$ cat config.mk
export PLATFORM = sky130hd
export DESIGN_NAME = rst_clk_sequencer
export DESIGN_NICKNAME = d
export VERILOG_FILES = /design/src/rtl/rst_clk_seq_pkg.sv /design/src/rtl/rst_sync.sv /design/src/rtl/rst_clk_sequencer.sv
export SDC_FILE = /design/constraint.sdc
export NUM_CORES = 1
export LEC_CHECK = 0
export ABC_AREA = 1
export ABC_CLOCK_PERIOD_IN_PS = 1500
export BUFFER_PORTS_ARGS = -buffer_cell sky130_fd_sc_hd__buf_2
export CORE_MARGIN = 1.5
export CORE_UTILIZATION = 36
export DETAILED_ROUTE_END_ITERATION = 6
export PLACE_DENSITY_LB_ADDON = 0.1
export SLEW_MARGIN = 15
export SYNTH_ARGS = -nofsm -noshare
export SYNTH_HDL_FRONTEND = slang
export SYNTH_SLANG_ARGS = --single-unit
$ cat constraint.sdc
create_clock -name clk -period 1.5 [get_ports clk]
set_input_delay 0.45 -clock clk [delete_from_list [all_inputs] [get_ports clk]]
set_output_delay 0.45 -clock clk [all_outputs]
set_load 0.05 [all_outputs]
$ cat src/rtl/rst_clk_seq_pkg.sv
// rtl/rst_clk_seq_pkg.sv - shared state encoding and constants for the reset/clock-enable sequencer
package rst_clk_seq_pkg;

  typedef enum logic [2:0] {
    S_RESET     = 3'd0,
    S_HOLD      = 3'd1,
    S_RELEASE   = 3'd2,
    S_RUN       = 3'd3,
    S_SOFT_GATE = 3'd4,
    S_SOFT_HOLD = 3'd5,
    S_ACK       = 3'd6
  } state_e;

  localparam int SOFT_GATE_CYCLES = 2;

endpackage

$ cat src/rtl/rst_sync.sv
// rtl/rst_sync.sv - async-assert, sync-deassert reset synchronizer
module rst_sync #(
  parameter int SYNC_STAGES = 2
) (
  input  logic clk_i,
  input  logic arst_i,
  output logic rst_o
);

  logic [SYNC_STAGES-1:0] sync_q;

  always_ff @(posedge clk_i or posedge arst_i) begin
    if (arst_i) sync_q <= '1;
    else        sync_q <= {sync_q[SYNC_STAGES-2:0], 1'b0};
  end

  assign rst_o = sync_q[SYNC_STAGES-1];

endmodule

$ cat src/rtl/rst_clk_sequencer.sv
// rtl/rst_clk_sequencer.sv - ordered per-domain reset release and clock gating with soft-reset handshake
module rst_clk_sequencer
  import rst_clk_seq_pkg::*;
#(
  parameter int NUM_DOMAINS    = 3,
  parameter int SYNC_STAGES    = 2,
  parameter int HOLD_CYCLES    = 16,
  parameter int STAGGER_CYCLES = 4
) (
  input  logic                   clk,
  input  logic                   reset,
  input  logic                   soft_req,
  input  logic [NUM_DOMAINS-1:0] domain_mask,
  output logic                   soft_ack,
  output logic [NUM_DOMAINS-1:0] reset_n,
  output logic [NUM_DOMAINS-1:0] clk_en,
  output logic                   busy,
  output logic [2:0]             state_o
);

  localparam int MAXC = (HOLD_CYCLES > STAGGER_CYCLES) ? HOLD_CYCLES : STAGGER_CYCLES;
  localparam int CW   = $clog2(MAXC + 1);
  localparam int PW   = (NUM_DOMAINS > 1) ? $clog2(NUM_DOMAINS) : 1;

  logic rst_s;

  rst_sync #(.SYNC_STAGES(SYNC_STAGES)) u_rst_sync (
    .clk_i  (clk),
    .arst_i (reset),
    .rst_o  (rst_s)
  );

  state_e                 state_q, state_d;
  logic [CW-1:0]          cnt_q, cnt_d;
  logic [PW-1:0]          ptr_q, ptr_d;
  logic [NUM_DOMAINS-1:0] mask_q, mask_d;
  logic [NUM_DOMAINS-1:0] reset_n_q, reset_n_d;
  logic [NUM_DOMAINS-1:0] clk_en_q, clk_en_d;
  logic                   armed_q, armed_d;
  logic                   ack_q, ack_d;
  logic                   busy_q, busy_d;

  // Lowest set mask bit, and next set bit above the current pointer.
  logic [PW-1:0] low_ptr, nxt_ptr;
  logic          nxt_found;

  always_comb begin
    low_ptr   = '0;
    nxt_ptr   = '0;
    nxt_found = 1'b0;
    for (int i = NUM_DOMAINS - 1; i >= 0; i--) begin
      if (mask_q[i]) low_ptr = PW'(i);
    end
    for (int i = 0; i < NUM_DOMAINS; i++) begin
      if (!nxt_found && mask_q[i] && (i > int'(ptr_q))) begin
        nxt_found = 1'b1;
        nxt_ptr   = PW'(i);
      end
    end
  end

  always_comb begin
    state_d   = state_q;
    cnt_d     = cnt_q;
    ptr_d     = ptr_q;
    mask_d    = mask_q;
    reset_n_d = reset_n_q;
    clk_en_d  = clk_en_q;
    ack_d     = 1'b0;
    armed_d   = soft_req ? armed_q : 1'b1;

    case (state_q)
      S_RESET: begin
        state_d  = S_HOLD;
        clk_en_d = '1;
        cnt_d    = CW'(HOLD_CYCLES - 1);
        ptr_d    = '0;
      end
      S_HOLD, S_RELEASE: begin
        if (cnt_q != '0) begin
          cnt_d = cnt_q - 1'b1;
        end else begin
          reset_n_d[ptr_q] = 1'b1;
          if (ptr_q == PW'(NUM_DOMAINS - 1)) begin
            state_d = S_RUN;
          end else begin
            state_d = S_RELEASE;
            ptr_d   = ptr_q + 1'b1;
            cnt_d   = CW'(STAGGER_CYCLES - 1);
          end
        end
      end
      S_RUN: begin
        if (soft_req && armed_q) begin
          armed_d = 1'b0;
          mask_d  = domain_mask;
          if (domain_mask == '0) begin
            state_d = S_ACK;
            ack_d   = 1'b1;
          end else begin
            state_d  = S_SOFT_GATE;
            clk_en_d = clk_en_q & ~domain_mask;
            cnt_d    = CW'(SOFT_GATE_CYCLES - 1);
          end
        end
      end
      S_SOFT_GATE: begin
        if (cnt_q != '0) begin
          cnt_d = cnt_q - 1'b1;
        end else begin
          state_d   = S_SOFT_HOLD;
          reset_n_d = reset_n_q & ~mask_q;
          clk_en_d  = clk_en_q | mask_q;
          cnt_d     = CW'(HOLD_CYCLES - 1);
          ptr_d     = low_ptr;
        end
      end
      S_SOFT_HOLD: begin
        // Unselected domains are skipped, so staggering only spaces selected ones.
        if (cnt_q != '0) begin
          cnt_d = cnt_q - 1'b1;
        end else begin
          reset_n_d[ptr_q] = 1'b1;
          if (nxt_found) begin
            ptr_d = nxt_ptr;
            cnt_d = CW'(STAGGER_CYCLES - 1);
          end else begin
            state_d = S_ACK;
            ack_d   = 1'b1;
          end
        end
      end
      S_ACK:   state_d = S_RUN;
      default: state_d = S_RESET;
    endcase

    busy_d = (state_d != S_RUN);
  end

  always_ff @(posedge clk or posedge rst_s) begin
    if (rst_s) begin
      state_q   <= S_RESET;
      cnt_q     <= '0;
      ptr_q     <= '0;
      mask_q    <= '0;
      reset_n_q <= '0;
      clk_en_q  <= '0;
      armed_q   <= 1'b0;
      ack_q     <= 1'b0;
      busy_q    <= 1'b1;
    end else begin
      state_q   <= state_d;
      cnt_q     <= cnt_d;
      ptr_q     <= ptr_d;
      mask_q    <= mask_d;
      reset_n_q <= reset_n_d;
      clk_en_q  <= clk_en_d;
      armed_q   <= armed_d;
      ack_q     <= ack_d;
      busy_q    <= busy_d;
    end
  end

  assign soft_ack = ack_q;
  assign reset_n  = reset_n_q;
  assign clk_en   = clk_en_q;
  assign busy     = busy_q;
  assign state_o  = state_q;

endmodule

### Word level (Yosys, flattened, before mapping)

Cells that the tools add are included.

| word-level totals | value |
|---|---|
| register bits | 24 |
| output and inout port bits | 11 |
| logic and storage cells | 106 |

| operators by class | value |
|---|---|
| add/sub/neg operators | 2 |
| magnitude comparators | 4 |
| equality and inequality tests | 18 |
| mux-type cells | 46 |
| bitwise operators | 6 |
| reductions and logical operators | 20 |

Operators with widths:

| operator | number |
|---|---|
| 5-bit two-way mux | 7 |
| 3-bit two-way mux | 10 |
| 5-bit case mux with 5 select lines | 1 |
| 2-bit two-way mux | 10 |
| 3-bit case mux with 6 select lines | 1 |
| 2-bit inequality test, second input constant | 8 |
| 1-bit two-way mux | 12 |
| 5-bit nonzero test | 2 |
| 3-bit == test, second input constant | 3 |
| 3-bit case mux with 3 select lines | 1 |
| 2-bit case mux with 4 select lines | 1 |
| 3-bit bitwise AND | 2 |
| 3-bit by 2-bit == test with 1-bit output, second input constant | 2 |
| 3-bit zero test | 2 |
| 3-bit inequality test, second input constant | 2 |
| 3-bit NOT | 2 |
| 3-bit OR | 2 |
| 3-bit case mux with 2 select lines | 1 |
| 6-bit AND reduction | 1 |
| 1-bit logical AND | 5 |
| 5-bit AND reduction | 1 |
| 5-bit by 1-bit subtractor with 5-bit output, second input constant | 1 |
| 4-bit AND reduction | 1 |
| 4-bit nonzero test | 1 |
| 17 further kinds | 17 |

### Logic depth before layout (Yosys ltp)

| logic depth | value |
|---|---|
| depth in word-level cells | 11 |
| gate-level depth with buffers | 11 |

### Modules after synthesis

A second synthesis with hierarchy kept.

| second synthesis, totals | value |
|---|---|
| cell total of the unflattened synthesis | 208 |
| area total of the unflattened synthesis | 1488.9 µm² |

Modules (own cells, without submodules):

| module | instances | cells an instance | area each (µm²) | sequential area each (µm²) |
|---|---|---|---|---|
| rst_clk_sequencer | 1 | 204 | 1428.9 | 551.8 |
| rst_sync | 1 | 4 | 60.1 | 52.6 |

### Worst setup path before layout

OpenSTA, ideal clock, no wires.

| timing path | value |
|---|---|
| path type | register -> register |
| start point | register state_q[1], in the netlist state_o[1] |
| end point | register clk_en_q[0], in the netlist clk_en[0] |
| library setup time | 0.119 ns |
| arrival time | 1.530 ns |
| data required time | 1.381 ns |
| slack | -0.149 ns |
| cell stages (with the launch flop) | 10 |
| cell sequence | dfrtp_1 -> inv_1 -> nand2_4 -> inv_2 -> nand2_1 -> nand2_1 -> a21oi_2 -> inv_2 -> nand2_1 -> nand2_1 |

| between the ends | value |
|---|---|
| longest elaborated chain between the ends | 3 |
| elaborated cells on any way between the ends | 9 |

RTL lines:

| element | line | RTL |
|---|---|---|
| start, declared | rst_clk_sequencer.sv:33 | `state_e state_q, state_d;` |
| start signal, assigned | rst_clk_sequencer.sv:152 | `state_q <= state_d;` |
| 3-bit == test, or another cell as far along | rst_clk_sequencer.sv:72 | `case (state_q)` |
| 2-bit inequality test (no source line) or 3-bit nonzero test (tied branches) | - |  |
| 4-bit AND reduction (no source line) | - |  |
| end signal, assigned | rst_clk_sequencer.sv:157 | `clk_en_q <= clk_en_d;` |
| end, declared | rst_clk_sequencer.sv:38 | `logic [NUM_DOMAINS-1:0] clk_en_q, clk_en_d;` |

Several ways; a longest one is shown, not always the timed one.
A chain may end at the register's enable or synchronous reset.

### Worst setup path after layout

| timing path | value |
|---|---|
| start point | register busy_q, in the netlist busy |
| end point | output busy |

RTL lines:

| element | line | RTL |
|---|---|---|
| start, declared | rst_clk_sequencer.sv:41 | `logic busy_q, busy_d;` |
| start signal, assigned | rst_clk_sequencer.sv:160 | `busy_q <= busy_d;` |
| end, declared | rst_clk_sequencer.sv:17 | `output logic busy,` |

No word-level cell between the ends.

==> qor.txt <==
Met3 Use GR: 0.02138
Cell Count, Final, Fillers Out: 302
Vias/cell: 4.616
RSZ-0062 raised after global routing: true
H-Tree Depth: 1
Crit-path slowest cell: dfstp_2
CTS tree: done
Total CTS buffers: 3
Crit-path leading delay family: flip-flops
Max Clock Freq: 688.8 MHz
Final Hold Fails: 0
First-pass DRT Iterations: 4
Commonest non-fill, non-tap cell in the layout: nand2_1
Syn Area/Cell: 7.178 µm²
Max Root-Sink Buffers: 2
IO Pins: 17
Post-synthesis sequential area ratio: 0.3953
Leading cell types in the layout, fill and taps excluded: nand2_1, nand3_1, buf_4, nand2_2
Startpoint Class: flop
Reg-to-Reg Start: cnt_q[0]$_DFFE_PP0P_
Worst EP required: 1.05 ns
Yosys top cell by area: dfrtp_1
Worst EP arrival: 1.00 ns
VDD IR max: 1285 µV
Status: finished clean
Post-synth cell types: 23
Post-layout net count: 265
Total of max-cap violations: 0
Number of antenna cells inserted: 0
Vias: 1,394
Clock root buffer: clkbuf_8
Port-buffer cells: 16
Largest net degree at the start of global routing: 23
Crit-path cells: clkbuf_4
Synth warn: 0
Initial antenna violation count: 0
GR Overflow Total: 0
Final min period: 1.452 ns
Antenna viol nets, final: 0
Worst R2R Setup Slack: 0.09 ns
Clock skew: 0.003968 ns
Met2 global-route usage: 0.2973
Reg2reg end: clk_en[0]$_DFFE_PP0P_
Pwr Total: 4.686 mW
Setup tns final: 0 ns
Post-DP Area: 1788 µm²
Leakage: 1.016 nW
WL final: 3494 µm
Slew Limit Fails: 0
Die Height: 68.17 µm
Core box area: 4029 µm²
CTS Hold Buffers Added: 0
Layout cells sized above 1: 0.3810
Chip width: 68.17 µm
First-pass GRT wire length: 5885 µm
Gr busiest metal: met2
Worst setup EP type: primary output
Vias in the first global route: 1,297
Area Overhead vs Synth: 31.01%
Fin crit share: 0.9679
Initial DRC count: 70
Clock Sinks: 24
P per Cell Area: 2339 nW/µm²
Drt drc: 0
Register clock-pin slew on the reported worst setup and hold paths: 0.09 ns
Mapped Nets: 225
Initial Util: 0.3795
Placed cells: 294
Netlist Area Pre-Place: 1529 µm²
WL per Instance: 11.57 µm
Area share of the largest cell type after synthesis: 0.3437
Worst hold path type: in2async
Routability Congestion: 0.8697
CP max stage delay: 0.52 ns
Critical path class: reg2out
Design area: 2003 µm²
Post-Syn Instances: 213
Met1 Usage GRT: 0.2181
Die area: 4647 µm²
Clk Latency, worst-skew pair: 0.27 ns
DP HPWL: 2740 µm
Buf/Inv on CP: 1
Largest cells by area after synthesis: dfrtp_1, nand2_1, nand3_1
Aggregate global-route resource usage: 0.1702
Hold Slack: 0.1864 ns
FP Rows: 23
Final setup viols: 0
Yosys reg bits: 24
Critical-path maximum fanout: 1
Reg2Reg Depth: 11
how the worst max path moves through the flow:
stage                               from                    end  slack (ns)  cells after the start
floorplan           cnt_q[0]$_DFFE_PP0P_  clk_en[0]$_DFFE_PP0P_        0.02                     11
global placement    cnt_q[0]$_DFFE_PP0P_   ptr_q[1]$_DFFE_PP0P_       -0.07                     11
detailed placement  ptr_q[0]$_DFFE_PP0P_   cnt_q[3]$_DFFE_PP0P_        -0.1                     10
CTS                       busy$_DFF_PP1_                   busy       0.003                      1
global route        ptr_q[0]$_DFFE_PP0P_   cnt_q[3]$_DFFE_PP0P_       -0.03                     10
finish                    busy$_DFF_PP1_                   busy        0.05                      1
report_power, final:
| group | switching (mW) | internal (mW) | total, mW | leakage [nW] |
|---|---|---|---|---|
| Sequential | 0.295 | 0.947 | 1.24 | 0.276 |
| Clock | 0.208 | 0.190 | 0.398 | 0.0228 |
| Combinational | 1.95 | 1.10 | 3.05 | 0.717 |
timing repair:
| action | CTS | global route |
|---|---|---|
| pin swaps | 5 | 18 |
| resized for setup | 12 | 33 |
| buffers inserted | 1 | 3 |
| setup endpoints to repair | 15 | 17 |
through the flow:
| step | worst slack (ns) | utilization |
|---|---|---|
| after floorplan | 0.01617 | - |
| after global placement | -0.07087 | 0.4438 |
| after detailed placement | -0.09649 | 0.4438 |
| after CTS | 0.003133 | 0.4658 |
| after global routing | -0.03038 | 0.4972 |
| final | 0.04820 | 0.4972 |
cells in the mapped netlist:
cell and count:
nand2_1 74, nand2_4 1, nand3_4 2, nor2_8 1
conb_1 1, nor2_2 4, inv_2 5, ha_1 6
a21oi_1 4, a21oi_2 2, nor2_1 13, nand4_1 1
nor3_1 2, nor2_4 1, dfrtp_1 21, nand2_2 5
inv_1 24, nand3_1 25, nand3_2 1, o21ai_0 15
nand3b_1 1, dfstp_2 3, o21ai_1 1
sequential cells by signal, summed over array words and instances, names as in the netlist:
| register | count |
|---|---|
| reset_n | 3 |
| mask_q | 3 |
| busy | 1 |
| state_o | 3 |
| cnt_q | 5 |
| ptr_q | 2 |
| armed_q | 1 |
| clk_en | 3 |
| soft_ack | 1 |
| u_rst_sync.sync_q | 2 |
routing by layer:
metal | vias up | part of all wire
met5 | - | 0
met4 | 0 | 0.0097
met3 | 4 | 0.013
met2 | 9 | 0.49
met1 | 630 | 0.48
li1 | 751 | -
layout make-up:
class	instances	area [µm²]
inverter	29	108.9
sequential	24	609.3
clock buffer	4	45.04
tap	50	62.56
fill	423	2026
multi-input combinational	160	943.4
timing repair buffer	35	234.0
kinds of logic after synthesis:
kind of cell,synth area share
flip-flops,0.3953
adder cells (fa/ha/maj),0.04910
other,0.002453
AO/OA/AOI/OAI,0.07692
AND/OR/NAND/NOR,0.4051
buffers and inverters,0.07120
(Power assumes the default switching activity.)
